[src/rtl/shift_unit.sv]
// shift_unit
// ----------
// WIDTH-bit storage register with load, clear and multi-cycle shift/rotate.
// Each shift or rotate moves the word by one bit position per clock. A caller
// requests an operation with Start. The unit reports its progress on Busy and
// Done.
//
// Handshake: Start is a one-sided request that is accepted only while the
// unit is in IDLE. The edge that accepts it also captures Op, Amt and D. A
// Start seen in SHIFT or DONE is dropped and is not remembered. Busy is high
// for the whole SHIFT phase. Done pulses for exactly one cycle when the
// result in Q is final. The next request can be accepted on the edge after
// that Done cycle.
//
// Ports:
//   Clock     in   rising-edge clock
//   Resetn    in   synchronous active-low reset (overrides everything)
//   Start     in   operation request, accepted only in IDLE
//   Op        in   [2:0] operation code, captured with Start
//   Amt       in   [AW-1:0] shift count, captured with Start
//   D         in   [WIDTH-1:0] parallel load data (LOAD)
//   SerIn     in   serial fill bit for SHL/SHR, sampled on every shift edge
//   Q         out  [WIDTH-1:0] register contents
//   SerOut    out  last bit shifted/rotated out (held between shifts)
//   Busy      out  high in SHIFT
//   Done      out  one-cycle completion pulse
//   dbg_state out  [1:0] current FSM state, for observation only
module shift_unit #(
    parameter int WIDTH = 8,
    parameter int AW    = 4
) (
    input  logic             Clock,
    input  logic             Resetn,
    input  logic             Start,
    input  logic [2:0]       Op,
    input  logic [AW-1:0]    Amt,
    input  logic [WIDTH-1:0] D,
    input  logic             SerIn,
    output logic [WIDTH-1:0] Q,
    output logic             SerOut,
    output logic             Busy,
    output logic             Done,
    output logic [1:0]       dbg_state
);

    localparam logic [1:0] S_IDLE  = 2'd0;
    localparam logic [1:0] S_SHIFT = 2'd1;
    localparam logic [1:0] S_DONE  = 2'd2;

    localparam logic [2:0] OP_NOP   = 3'b000;
    localparam logic [2:0] OP_LOAD  = 3'b001;
    localparam logic [2:0] OP_CLEAR = 3'b010;
    localparam logic [2:0] OP_SHL   = 3'b011;
    localparam logic [2:0] OP_SHR   = 3'b100;
    localparam logic [2:0] OP_ROL   = 3'b101;
    localparam logic [2:0] OP_ROR   = 3'b110;
    localparam logic [2:0] OP_ASR   = 3'b111;

    localparam logic [AW-1:0] CNT_ZERO = '0;
    localparam logic [AW-1:0] CNT_ONE  = {{(AW-1){1'b0}}, 1'b1};

    logic [1:0]       state;
    logic [AW-1:0]    cnt;
    logic [2:0]       op_r;
    logic [WIDTH-1:0] q_r;
    logic             ser_r;

    // One-position step of the captured operation. SerIn is used live here,
    // so the fill bit can change from one shift edge to the next.
    logic [WIDTH-1:0] step_q;
    logic             step_bit;

    always_comb begin
        step_q   = q_r;
        step_bit = ser_r;
        case (op_r)
            OP_SHL: begin
                step_q   = {q_r[WIDTH-2:0], SerIn};
                step_bit = q_r[WIDTH-1];
            end
            OP_SHR: begin
                step_q   = {SerIn, q_r[WIDTH-1:1]};
                step_bit = q_r[0];
            end
            OP_ROL: begin
                step_q   = {q_r[WIDTH-2:0], q_r[WIDTH-1]};
                step_bit = q_r[WIDTH-1];
            end
            OP_ROR: begin
                step_q   = {q_r[0], q_r[WIDTH-1:1]};
                step_bit = q_r[0];
            end
            OP_ASR: begin
                step_q   = {q_r[WIDTH-1], q_r[WIDTH-1:1]};
                step_bit = q_r[0];
            end
            default: begin
                step_q   = q_r;
                step_bit = ser_r;
            end
        endcase
    end

    always_ff @(posedge Clock) begin
        if (!Resetn) begin
            state <= S_IDLE;
            cnt   <= CNT_ZERO;
            op_r  <= OP_NOP;
            q_r   <= '0;
            ser_r <= 1'b0;
        end else begin
            case (state)
                S_IDLE: begin
                    if (Start) begin
                        if (Op >= OP_SHL) begin
                            // A zero count finishes right away and leaves Q
                            // unchanged. Q is never touched on the capture edge.
                            if (Amt != CNT_ZERO) begin
                                op_r  <= Op;
                                cnt   <= Amt;
                                state <= S_SHIFT;
                            end else begin
                                state <= S_DONE;
                            end
                        end else begin
                            if (Op == OP_LOAD) begin
                                q_r <= D;
                            end else if (Op == OP_CLEAR) begin
                                q_r <= '0;
                            end
                            state <= S_DONE;
                        end
                    end
                end
                S_SHIFT: begin
                    q_r   <= step_q;
                    ser_r <= step_bit;
                    cnt   <= cnt - CNT_ONE;
                    if (cnt == CNT_ONE) begin
                        state <= S_DONE;
                    end
                end
                S_DONE: begin
                    state <= S_IDLE;
                end
                default: begin
                    state <= S_IDLE;
                end
            endcase
        end
    end

    assign Q         = q_r;
    assign SerOut    = ser_r;
    assign Busy      = (state == S_SHIFT);
    assign Done      = (state == S_DONE);
    assign dbg_state = state;

endmodule

[config.mk]
export PLATFORM = sky130hd
export DESIGN_NAME = shift_unit
export DESIGN_NICKNAME = d
export VERILOG_FILES = /design/src/rtl/shift_unit.sv
export SDC_FILE = /design/constraint.sdc
export NUM_CORES = 1
export LEC_CHECK = 0
export ABC_AREA = 0
export BUFFER_PORTS_ARGS = -buffer_cell sky130_fd_sc_hd__buf_2
export CAP_MARGIN = 15
export CORE_AREA = 10 10 57 59
export DETAILED_ROUTE_END_ITERATION = 8
export DIE_AREA = 0 0 67 69
export PLACE_DENSITY = 0.9
export SLEW_MARGIN = 10
export SYNTH_ARGS = -nofsm -noshare
export SYNTH_HDL_FRONTEND = slang
export SYNTH_SLANG_ARGS = --single-unit
[constraint.sdc]
create_clock -name Clock -period 2.2 [get_ports Clock]
set_clock_uncertainty 0.05 [all_clocks]
set_input_delay 0.11 -clock Clock [delete_from_list [all_inputs] [get_ports Clock]]
set_output_delay 0.11 -clock Clock [all_outputs]
set_load 0.01 [all_outputs]
## After elaboration in Yosys (flattened, before gate mapping)

Cells that the tools add are included.

| storage, ports and cells | value |
|---|---|
| bits in registers | 18 |
| input bits | 19 |
| output and inout bits | 13 |

| operators by class | value |
|---|---|
| add/subtract/negate cells | 1 |
| $lt $le $gt $ge | 1 |
| eq/ne operators | 19 |
| multiplexer cells | 16 |
| reduce and logical (&&, ||, !) cells | 12 |

Operator list:

| kind | count |
|---|---|
| $pmux 8 s5 | 1 |
| $mux 8 | 4 |
| $pmux 8 s2 | 1 |
| $eq 3x3->1 const B | 4 |
| $mux 4 | 3 |
| $ne 2x2->1 const B | 5 |
| $mux 2 | 4 |
| $pmux 4 s2 | 1 |
| $reduce_and 4->1 | 2 |
| $eq 3x2->1 const B | 2 |
| $ne 6x1->1 const B | 1 |
| $reduce_and 6->1 | 1 |
| $ne 5x1->1 const B | 1 |
| $reduce_and 5->1 | 1 |
| $eq 4x1->1 const B | 1 |
| $pmux 2 s2 | 1 |
| $reduce_and 2->1 | 2 |
| $reduce_bool 2->1 | 2 |
| $reduce_bool 4->1 | 1 |
| $sub 4x1->4 const B | 1 |
| $eq 3x1->1 const B | 1 |
| $ge 3x2->1 const B | 1 |
| $ne 3x3->1 const B | 1 |
| $reduce_or 3->1 | 1 |
| 6 further kinds | 6 |

## Depth between registers and ports, before layout

| depth | value |
|---|---|
| depth in word-level cells | 6 |
| mapped depth | 6 |

## Least setup slack after synthesis

OpenSTA, ideal clock, no wires.

| path | value |
|---|---|
| kind | reg2reg |
| from | reg state[1] (netlist: dbg_state[1]) |
| to | reg q_r[4] (netlist: Q[4]) |
| setup time | 0.074 ns |
| data arrival time | 1.424 ns |
| data required time | 2.076 ns |
| path slack | 0.651 ns |
| stages on the path, launching flop included | 6 |
| cells stage by stage | dfxtp_1 -> or4b_4 -> o22ai_4 -> buf_6 -> o21ai_1 -> a31oi_1 |

| between the ends | value |
|---|---|
| cells in the longest elaborated chain, start to end | 3 |

Ends and longest elaborated chain:

| element | RTL line | RTL |
|---|---|---|
| from (decl) | 62 | `logic [1:0] state;` |
| from (signal assigned) | 106 | `state <= S_IDLE;` |
| from (signal assigned) | 121 | `state <= S_SHIFT;` |
| from (signal assigned) | 123 | `state <= S_DONE;` |
| $eq 2x1->1 / $logic_not 2->1 (equally long branches) | 112 | `case (state)` |
| $ne 6x1->1 (no line) (tied with other cells) | - |  |
| $reduce_and 5->1 (no line) | - |  |
| to (signal assigned) | 136 | `q_r <= step_q;` |
| to (decl) | 65 | `logic [WIDTH-1:0] q_r;` |

Several ways; a longest one is shown, not always the timed one.
A chain may end at the register's enable or synchronous reset.

## Final worst setup path

| path | value |
|---|---|
| from | reg state[1] (netlist: dbg_state[1]) |
| to | reg q_r[7] (netlist: Q[7]) |

| between the ends | value |
|---|---|
| cells in the longest elaborated chain, start to end | 3 |

Ends and longest elaborated chain:

| element | RTL line |
|---|---|
| $eq 2x1->1 / $logic_not 2->1 (equally long branches) | 112 |
| $ne 5x1->1 (no line) (tied with other cells) | - |
| $reduce_and 6->1 (no line) | - |

Several ways; a longest one is shown, not always the timed one.

==> results_dict.tcl <==
set metrics [dict create \
    numCtsBuffers 3 \
    slew_violations 0 \
    required_ps 2370 \
    p_int_mw 0.5070 \
    nFillCells 212 \
    postLayoutCoreUtil_pct 60.86 \
    setup_slack_ps 459.5 \
    die-width_um 67 \
    initial_utilization_pct 51.89 \
    outcome "finished, violations left" \
    critPathTopFamily "simple AND/OR/NAND/NOR gates" \
    maxCapViolations 0 \
    grt_max_degree 17 \
    num_rows 17 \
    violations "negative hold slack" \
    ys_seq_area_share_pct 32.32 \
    clockBufferDepth 2 \
    fin_nets 190 \
    powerDensity_mw_per_mm2 583.7 \
    routedWlPerCell_um 15.67 \
    arrival_ps 1910 \
    htree_num_levels 1 \
    setup_viol 0 \
    crit_fanout 13 \
    drcViolationCount 0 \
    grt_antenna_before_repair 0 \
    viasPerCell 5.831 \
    die_h_um 69 \
    critPathBufInv 1 \
    synth_edf_count 0 \
    synthArstFlopShare_pct 0 \
    cts_tree "built" \
    power_frac_seq_pct 50.4 \
    place_congestion 0.7730 \
    power_mw 0.7632 \
    synth_seq_cells 18 \
    cts_setup_buffers 0 \
    cpPeakStageDelay_ps 490 \
    dpl.hpwl_um 2380 \
    post_dp_cell_area_mm2 0.001285 \
    core_mm2 0.002148 \
    clkPwrFrac_pct 22.7 \
    grt_pass1_vias 1150 \
    grt_pass1_wl_um 5181 \
    drive_gt1_share_pct 24.55 \
    swShare_pct 33.57 \
    ant_nets 0 \
    pre_cts_slack_ps 504.9 \
    hold_viol_final 1 \
    synth_warnings 0 \
    netlist_instances 138 \
    cts_sinks 18 \
    syn_nets 159 \
    criticalPathCategory "reg -> reg" \
    num_vias 1137 \
    die_area_mm2 0.004623 \
    io_pins 32 \
    layout-area-overhead-vs-synth_pct 17.28 \
    cts_root_buffer "clkbuf_4" \
    switchingPower_mw 0.2562 \
    tightest_slew_ps 612.5 \
    drtIter0Drc 77 \
    slew_headroom_pct 58.79 \
    ys_types 43 \
    cts_resized 0 \
    worstHoldPathType "in -> reg" \
    ctsHoldBuffers 0 \
    ys.flop_type "dfxtp_1" \
    power_leakage_nw 0.5411 \
    avgSynthCellArea_um2 8.078 \
    path_clk_slew_ps 110 \
    io_buffers 31 \
    dp.cells 192 \
    p_comb_share_pct 26.9 \
    layout.cells.non_filler 195 \
    drt-total-wl_um 3056 \
    grt_overflow_total 0 \
    slowest_stage "dfxtp_1" \
    critPathLaunchType "flip-flop" \
    final_area_mm2 0.001308 \
    drtPass1Iterations 4 \
    clk_latency_ps 300 \
    peakVddDrop_mv 0.4355 \
    n_antenna_cell 0 \
    tns_ps 0 \
    track_usage_pct 13.30 \
    syn-cell-area_mm2 0.001115 \
    path_cells "nand2b_1, inv_2, nor4b_4, nand2_1, a311oi_1" \
    rsz0062_at_grt "false" \
    regToRegSetupSlack_ps 460 \
    fin_crit_ps 1741 \
    timing.hold.ws_ps -1.128 \
    max_freq_ghz 0.5745 \
    end_kind "flip-flop" \
    finalCritPeriodShare_pct 79.11 \
]
-- flip-flops by register name, indices dropped and copies added (netlist names) --
| name | cells |
|---|---|
| dbg_state | 2 |
| cnt | 4 |
| Q | 8 |
| op_r | 3 |
| SerOut | 1 |
-- cell usage after synthesis, types with 2 or more instances --
library cell / instances / area share, %
dfxtp_1: 18 / 32
o21ai_0: 14 / 6.3
nand2_1: 13 / 4.4
nor2_1: 10 / 3.4
a21boi_0: 7 / 4.7
a31oi_1: 7 / 3.9
and3_1: 6 / 3.4
a21oi_1: 5 / 2.2
clkbuf_1: 5 / 1.7
inv_1: 5 / 1.7
mux2i_1: 5 / 4.5
nand2b_1: 3 / 1.7
o211ai_1: 3 / 2.0
o21ai_1: 3 / 1.3
a311oi_1: 2 / 1.6
ha_1: 2 / 2.2
nand3_1: 2 / 0.90
o22ai_1: 2 / 1.1
o32ai_1: 2 / 1.6
-- worst reg2reg max path: cells and delay by family, from the launching register on --
| kind | cells | cell delay, ps |
|---|---|---|
| AO/OA/AOI/OAI | 1 | 240 |
| flip-flops | 1 | 490 |
| buffers and inverters | 1 | 130 |
| AND/OR/NAND/NOR | 3 | 760 |
-- routing by layer --
| metal | share of wire, % | up-vias | global-route usage, % |
|---|---|---|---|
| met5 | 0 | - | 0 |
| met4 | 1.8 | 0 | 4.751 |
| met3 | 8.3 | 7 | 3.865 |
| met2 | 48 | 35 | 22.38 |
| met1 | 42 | 530 | 15.17 |
| li1 | - | 565 | - |
-- path summary, 6_finish.rpt --
check	start	cells after the start	to
worst min register to register	SerOut	2	SerOut
worst max register to register	dbg_state[1]	5	Q[7]
worst min-delay path	D[6]	3	Q[6]
worst max-delay path	dbg_state[1]	5	Q[7]
-- power by group through the flow --
stage	sequential, mW	clock, mW	combinational [mW]
floorplan	0.388	0	0.136
global placement	0.388	0	0.198
detailed placement	0.391	0	0.205
CTS	0.384	0.171	0.206
global route	0.389	0.186	0.231
finish	0.385	0.173	0.205
-- layout by cell type (no fill, tap or decap), types with 2 or more instances in the layout --
master	instances
a21oi_1	5
dfxtp_1	18
o21ai_1	3
o22ai_1	2
o32ai_1	2
o21ai_0	14
a21boi_0	7
nand3_1	2
nand2b_1	3
and3_1	6
a31oi_1	7
o211ai_1	3
buf_4	2
nor2_1	10
mux2i_1	5
inv_1	5
nand2_1	13
a311oi_1	2
ha_1	2
clkbuf_4	3
buf_2	31
-- final cells by class --
type	count	area [um^2]	share of cell area (%)
multi-input combinational	106	693.2	53.01
sequential	18	360.3	27.56
timing repair buffer	33	170.2	13.01
tap	28	35.03	2.679
inverter	7	26.28	2.010
clock buffer	3	22.52	1.722
-- kinds of logic (layout without fill, tap and decap cells) --
kind of cell    after synthesis  count (layout)  share of synthesized area (%)
simple gates                 46              46                          23.35
mux                           5               5                          4.490
flops                        18              18                          32.32
buf+inv                      14              43                          5.499
compound gates               51              51                          30.53
xor+xnor                      2               2                          1.572
fa+ha+maj                     2               2                          2.244
No activity file was read; power rests on OpenSTA's default activity.
